**src/rtl/uart_tx_ctrl_if.sv**
```systemverilog
// uart_tx_ctrl_if -- request/accept handshake between a data source and the
// UART transmit controller.
//   tx_data_i  : word to transmit (DATA_BITS wide), source -> controller
//   tx_valid_i : source has a word pending,          source -> controller
//   tx_ready_o : controller can accept a word,       controller -> source
// Signal names keep the controller-side port names of the flat version.
interface uart_tx_ctrl_if #(
  parameter int DATA_BITS = 8
) ();
  logic [DATA_BITS-1:0] tx_data_i;
  logic                 tx_valid_i;
  logic                 tx_ready_o;

  modport master (
    output tx_data_i,
    output tx_valid_i,
    input  tx_ready_o
  );

  modport slave (
    input  tx_data_i,
    input  tx_valid_i,
    output tx_ready_o
  );
endinterface

```
**src/rtl/uart_tx_ctrl.sv**
```systemverilog
// uart_tx_ctrl -- UART transmitter: one start bit, DATA_BITS data bits sent
// LSB first, STOP_BITS stop bits, each bit CLKS_PER_BIT clocks long.
//   clk_i   : clock, rising edge
//   rst_ni  : asynchronous active-low reset
//   bus     : handshake (tx_data_i, tx_valid_i in; tx_ready_o out)
//   tx_o    : serial line, idle high, driven from a flop
//   busy_o  : frame in progress
//   done_o  : one-cycle pulse in the first idle cycle after a frame
module uart_tx_ctrl #(
  parameter int CLKS_PER_BIT = 16,
  parameter int DATA_BITS    = 8,
  parameter int STOP_BITS    = 1
) (
  input  logic           clk_i,
  input  logic           rst_ni,
  uart_tx_ctrl_if.slave  bus,
  output logic           tx_o,
  output logic           busy_o,
  output logic           done_o
);

  localparam int BW  = (CLKS_PER_BIT > 2) ? $clog2(CLKS_PER_BIT) : 1;
  localparam int BCW = $clog2(DATA_BITS + 1);

  localparam logic [BW-1:0]  BAUD_LAST = BW'(CLKS_PER_BIT - 1);
  localparam logic [BCW-1:0] DATA_LAST = BCW'(DATA_BITS - 1);
  localparam logic [BCW-1:0] STOP_LAST = BCW'(STOP_BITS - 1);

  typedef enum logic [1:0] {
    IDLE,
    START,
    DATA,
    STOP
  } state_e;

  state_e               state_q;
  logic [BW-1:0]        baud_q;
  logic [BW-1:0]        baud_d;
  logic [BCW-1:0]       bit_q;
  logic [DATA_BITS-1:0] shift_q;
  logic                 tx_q;
  logic                 ready_q;
  logic                 busy_q;
  logic                 done_q;
  logic                 tick;

  // Baud counter wraps to zero on the bit-end tick.
  always_comb begin
    tick   = (baud_q == BAUD_LAST);
    baud_d = tick ? '0 : baud_q + 1'b1;
  end

  // All outputs are registered; tx_q is loaded with the level of the bit
  // that starts after each edge, so the line never sees combinational logic.
  always_ff @(posedge clk_i or negedge rst_ni) begin
    if (!rst_ni) begin
      state_q <= IDLE;
      baud_q  <= '0;
      bit_q   <= '0;
      shift_q <= '0;
      tx_q    <= 1'b1;
      ready_q <= 1'b1;
      busy_q  <= 1'b0;
      done_q  <= 1'b0;
    end else begin
      done_q <= 1'b0;
      unique case (state_q)
        IDLE: begin
          if (bus.tx_valid_i && ready_q) begin
            shift_q <= bus.tx_data_i;
            baud_q  <= '0;
            bit_q   <= '0;
            tx_q    <= 1'b0;
            ready_q <= 1'b0;
            busy_q  <= 1'b1;
            state_q <= START;
          end
        end
        START: begin
          baud_q <= baud_d;
          if (tick) begin
            tx_q    <= shift_q[0];
            state_q <= DATA;
          end
        end
        DATA: begin
          baud_q <= baud_d;
          if (tick) begin
            shift_q <= {1'b0, shift_q[DATA_BITS-1:1]};
            if (bit_q == DATA_LAST) begin
              // bit counter is reused to count stop bits
              bit_q   <= '0;
              tx_q    <= 1'b1;
              state_q <= STOP;
            end else begin
              bit_q <= bit_q + 1'b1;
              // next data bit is the one about to reach position 0
              tx_q  <= shift_q[1];
            end
          end
        end
        STOP: begin
          baud_q <= baud_d;
          if (tick) begin
            if (bit_q == STOP_LAST) begin
              bit_q   <= '0;
              ready_q <= 1'b1;
              busy_q  <= 1'b0;
              done_q  <= 1'b1;
              state_q <= IDLE;
            end else begin
              bit_q <= bit_q + 1'b1;
            end
          end
        end
        default: begin
          tx_q    <= 1'b1;
          ready_q <= 1'b1;
          busy_q  <= 1'b0;
          state_q <= IDLE;
        end
      endcase
    end
  end

  assign bus.tx_ready_o = ready_q;
  assign tx_o           = tx_q;
  assign busy_o         = busy_q;
  assign done_o         = done_q;

endmodule

```
**src/flat_wrapper.sv**
```systemverilog
// flat-port wrapper written by rule: the top's interface ports become plain ports
module uart_tx_ctrl_flat 
#(
  parameter int CLKS_PER_BIT = 16,
  parameter int DATA_BITS    = 8,
  parameter int STOP_BITS    = 1
)
  (clk_i, rst_ni, tx_o, busy_o, done_o, bus_tx_data_i, bus_tx_valid_i, bus_tx_ready_o);
  uart_tx_ctrl_if #(.DATA_BITS(DATA_BITS)) bus_i ();
  input  logic clk_i;
  input  logic rst_ni;
  output logic tx_o;
  output logic busy_o;
  output logic done_o;
  input wire logic [$bits(bus_i.tx_data_i)-1:0] bus_tx_data_i;
  input wire logic [$bits(bus_i.tx_valid_i)-1:0] bus_tx_valid_i;
  output wire logic [$bits(bus_i.tx_ready_o)-1:0] bus_tx_ready_o;
  assign bus_i.tx_data_i = bus_tx_data_i;
  assign bus_i.tx_valid_i = bus_tx_valid_i;
  assign bus_tx_ready_o = bus_i.tx_ready_o;
  uart_tx_ctrl #(.CLKS_PER_BIT(CLKS_PER_BIT), .DATA_BITS(DATA_BITS), .STOP_BITS(STOP_BITS)) u_core (.clk_i(clk_i), .rst_ni(rst_ni), .bus(bus_i), .tx_o(tx_o), .busy_o(busy_o), .done_o(done_o));
endmodule
```
**config.mk**
```make
export PLATFORM = sky130hd
export DESIGN_NAME = uart_tx_ctrl_flat
export DESIGN_NICKNAME = d
export VERILOG_FILES = /design/src/rtl/uart_tx_ctrl_if.sv /design/src/rtl/uart_tx_ctrl.sv /design/src/flat_wrapper.sv
export SDC_FILE = /design/constraint.sdc
export NUM_CORES = 1
export LEC_CHECK = 0
export BUFFER_PORTS_ARGS = -buffer_cell sky130_fd_sc_hd__buf_2
export CAP_MARGIN = 20
export CORE_MARGIN = 2
export CORE_UTILIZATION = 54
export DETAILED_ROUTE_END_ITERATION = 16
export PLACE_DENSITY = 0.77
export REMOVE_ABC_BUFFERS = 1
export SETUP_SLACK_MARGIN = 0.2
export SLEW_MARGIN = 0
export SYNTH_ARGS = -nofsm -noshare
export SYNTH_HDL_FRONTEND = slang
export SYNTH_SLANG_ARGS = --single-unit
```
**constraint.sdc**
```tcl
create_clock -name clk_i -period 5 [get_ports clk_i]
set_clock_uncertainty 0.05 [all_clocks]
set_input_delay 0.5 -clock clk_i [delete_from_list [all_inputs] [get_ports clk_i]]
set_output_delay 0.5 -clock clk_i [all_outputs]
set_load 0.05 [all_outputs]
```
==> flow_summary.ini <==
[status]
status = complete, no violations

[finish]
num-fill-cells = 194
area_of_the_multi_input_gates_um2 = 659
fin_nets = 163
ant_cells = 0
fraction_of_layout_instances_using_a_drive_strength_above_1_pct = 18.9
area.sequential_um2 = 553
layoutNonFillerInstCount = 171
finalInstanceArea_um2 = 1390
area_growth_syn_to_layout_pct = 9.02

[die]
placement_rows = 17
io-pin-count = 15
floorplan.die_area_um2 = 2770
initial_core_util_pct = 57.1
die_w_um = 52.6
y_dimension_of_the_die_um = 52.6
core-area_um2 = 2230

[pwr]
p_leak_uw = 0.000684
total_power_uw = 293
power-per-cell-area_nw_per_um2 = 211
max_ir_drop_vdd_v = 0.000209

[timing]
slew_viol_final = 0
post-route-period-util_pct = 46.4
final_hold_viol_count = 0
layout_setup_ws_ns = 2.68
period_minus_slack_ns = 2.32
worstMarginPinSlew_ns = 0.729
rsz0062_at_grt = false
setup-tns-final_ns = 0
achievable_freq_mhz = 431
max_transition_margin_pct = 51.4
report.final.setup_viol = 0

[clock_tree]
clk_pin_slew_ns = 0.12
clock_sink_count = 22
cts_buffers = 3
cts_root_buffer = sky130_fd_sc_hd__clkbuf_4
worstSkewPairLatency_ns = 0.31
ctsResizeCount = 0
postCtsHoldBufs = 0
cts.path.max_buffers = 2
htree_num_levels = 1
cts.repair_timing.setup_buffer_count = 0
cts_tree = done

[synthesis]
avg_synthesized_cell_area_um2 = 9.89
synth_flop_cell = sky130_fd_sc_hd__dfrtp_1
top_cell_type_s_share_of_synthesized_area_pct = 39.2
yosys-top-cells-count = sky130_fd_sc_hd__dfrtp_1, sky130_fd_sc_hd__nor2_1, sky130_fd_sc_hd__a21oi_1, sky130_fd_sc_hd__o21ai_0, sky130_fd_sc_hd__inv_1
synth_cells = 129
synth.top_cells.by_area = sky130_fd_sc_hd__dfrtp_1, sky130_fd_sc_hd__ha_1, sky130_fd_sc_hd__mux2i_1, sky130_fd_sc_hd__nor2_1, sky130_fd_sc_hd__a21oi_1
yosys.cell_types.count = 36
yosys_register_bits = 22
ys_warn_count = 0
synth.most_common_cell = sky130_fd_sc_hd__dfrtp_1
synthArstFlopShare_pct = 100
synth_largest_area_cell = sky130_fd_sc_hd__dfrtp_1
post_synth_instance_area_um2 = 1280
seq_area_frac_synth_pct = 43.3
number_of_flops_mapped_to_enable_cells_by_yosys = 0

[placement]
postPlaceCellArea_um2 = 1360
placement_stage_worst_setup_slack_ns = 2.72
place_hpwl_um = 1670
port_buffers = 14
place.detailed.instances = 167
gp_routability_congestion = 0.705

[setup_path]
worstPathMaxFanout = 17
cell_count_of_the_worst_reg_to_reg_path = 6
ff2ff_setup_slack_ns = 2.68
critical_path.max_stage_delay_ns = 0.65
worstSetupStartpointType = register
worst_ep_required_time_ns = 5.18
path_class = reg2reg
r2r-start = u_core.state_q[0]
r2r-end = u_core.shift_q[7]
worst_ep_arrival_time_ns = 2.50
path_cells = inv_1 -> ha_1 -> nand4_1 -> a21oi_2 -> nand3b_1 -> o21ai_0
critical_path.slowest_cell = sky130_fd_sc_hd__ha_1
endpoint_kind = register

[global_routing]
grt_use_total_pct = 20.7
global_route_met2_utilization_pct = 34.6
grt_use_met1_pct = 25.6
vias_in_the_first_global_route = 942
grt_first_pass_wirelength_um = 4080
grt_max_degree = 23
grt-ovfl-total = 0
globalRouteMet3Util_pct = 3.43
grt_busiest_layer = met2
antenna_violations_before_repair = 0

[detailed_routing]
initialDrtViolationCount = 20
final_antenna_net_count = 0
detailroute.via_count = 968
wire_per_inst_um = 13.7
overall_routed_net_length_um = 2350
drt_drc_violations_left = 0
post_drt_via_cell_ratio = 5.66
drtPass1Iterations = 4

[flow_run]
drv.max_cap_violation_count = 0

[min_path]
hold_path_class = in2async
## worst max path at each step
| stage | from | endpoint | cells after the start |
|---|---|---|---|
| floorplan | u_core.state_q[0] | u_core.state_q[1] | 6 |
| global placement | u_core.state_q[0] | u_core.state_q[1] | 6 |
| CTS | u_core.state_q[0] | u_core.shift_q[7] | 6 |
| global route | u_core.state_q[0] | u_core.shift_q[4] | 6 |
| detailed placement | u_core.state_q[0] | u_core.shift_q[6] | 6 |
| finish | u_core.state_q[0] | u_core.shift_q[7] | 6 |
## routing by layer
layer	up-vias	part of all wire [%]	wire [um]
met5	-	0	0
met4	0	1.9	44
met3	4	2.9	68
met2	17	50	1180
met1	472	45	1060
li1	475	-	-
## worst max-delay path: cells and delay by family, from the launching register on
family	cells	cell delay [ns]
flip-flops	1	0.42
adder cells (fa/ha/maj)	1	0.65
buffers and inverters	1	0.13
AO/OA/AOI/OAI	2	0.66
AND/OR/NAND/NOR	2	0.33
## cells in the final DEF, fill, tap and decap left out, types with 2 or more instances in the layout
| cell type | instances |
|---|---|
| sky130_fd_sc_hd__nor3_1 | 3 |
| sky130_fd_sc_hd__o21ai_0 | 11 |
| sky130_fd_sc_hd__ha_1 | 8 |
| sky130_fd_sc_hd__o21ai_1 | 2 |
| sky130_fd_sc_hd__dfrtp_1 | 20 |
| sky130_fd_sc_hd__nand2_1 | 7 |
| sky130_fd_sc_hd__a21oi_1 | 11 |
| sky130_fd_sc_hd__buf_2 | 14 |
| sky130_fd_sc_hd__dfstp_2 | 2 |
| sky130_fd_sc_hd__inv_1 | 10 |
| sky130_fd_sc_hd__nand2b_1 | 3 |
| sky130_fd_sc_hd__nor2_1 | 15 |
| sky130_fd_sc_hd__mux2i_1 | 8 |
| sky130_fd_sc_hd__nand3b_1 | 2 |
| sky130_fd_sc_hd__nand3_1 | 3 |
| sky130_fd_sc_hd__clkbuf_4 | 3 |
## area by class of cell
class / instances / area share (%)
Sequential cell: 22 / 39.7
Tap cell: 28 / 2.52
Timing Repair Buffer: 14 / 5.04
Multi-Input combinational cell: 93 / 47.4
Clock buffer: 4 / 2.61
Inverter: 10 / 2.70
## cells by family after synthesis
logic type | count (synthesis) | share of synthesized area, %
fa+ha+maj | 8 | 7.84
buf+inv | 14 | 5.00
flops | 22 | 43.3
compound gates | 34 | 17.4
mux | 10 | 8.33
simple gates | 41 | 18.1
## report_power, final
part / switching [uW] / leakage (uW) / total [uW] / internal [uW]
registers: 1.32 / 0.000269 / 182 / 181
logic: 8.18 / 0.000394 / 13.5 / 5.29
clock network: 53.2 / 0.0000210 / 97.7 / 44.5
total: 62.7 / 0.000684 / 293 / 230
## flip-flops by register name (all words and copies together) (netlist names)
name                   cells
u_core.tx_o                1
u_core.busy_o              1
u_core.done_o              1
u_core.bus.tx_ready_o      1
u_core.shift_q             8
u_core.bit_q               4
u_core.baud_q              4
u_core.state_q             2
## per-stage QoR
| stage | util, % | hold WS (ns) |
|---|---|---|
| floorplan | - | 0.154 |
| finish | 62.3 | 0.0790 |
| detailed placement | 60.7 | 0.432 |
| global route | 62.3 | 0.110 |
| global placement | 60.7 | 0.436 |
| CTS | 62.3 | 0.0838 |
Power figures use the tool's default switching activity.
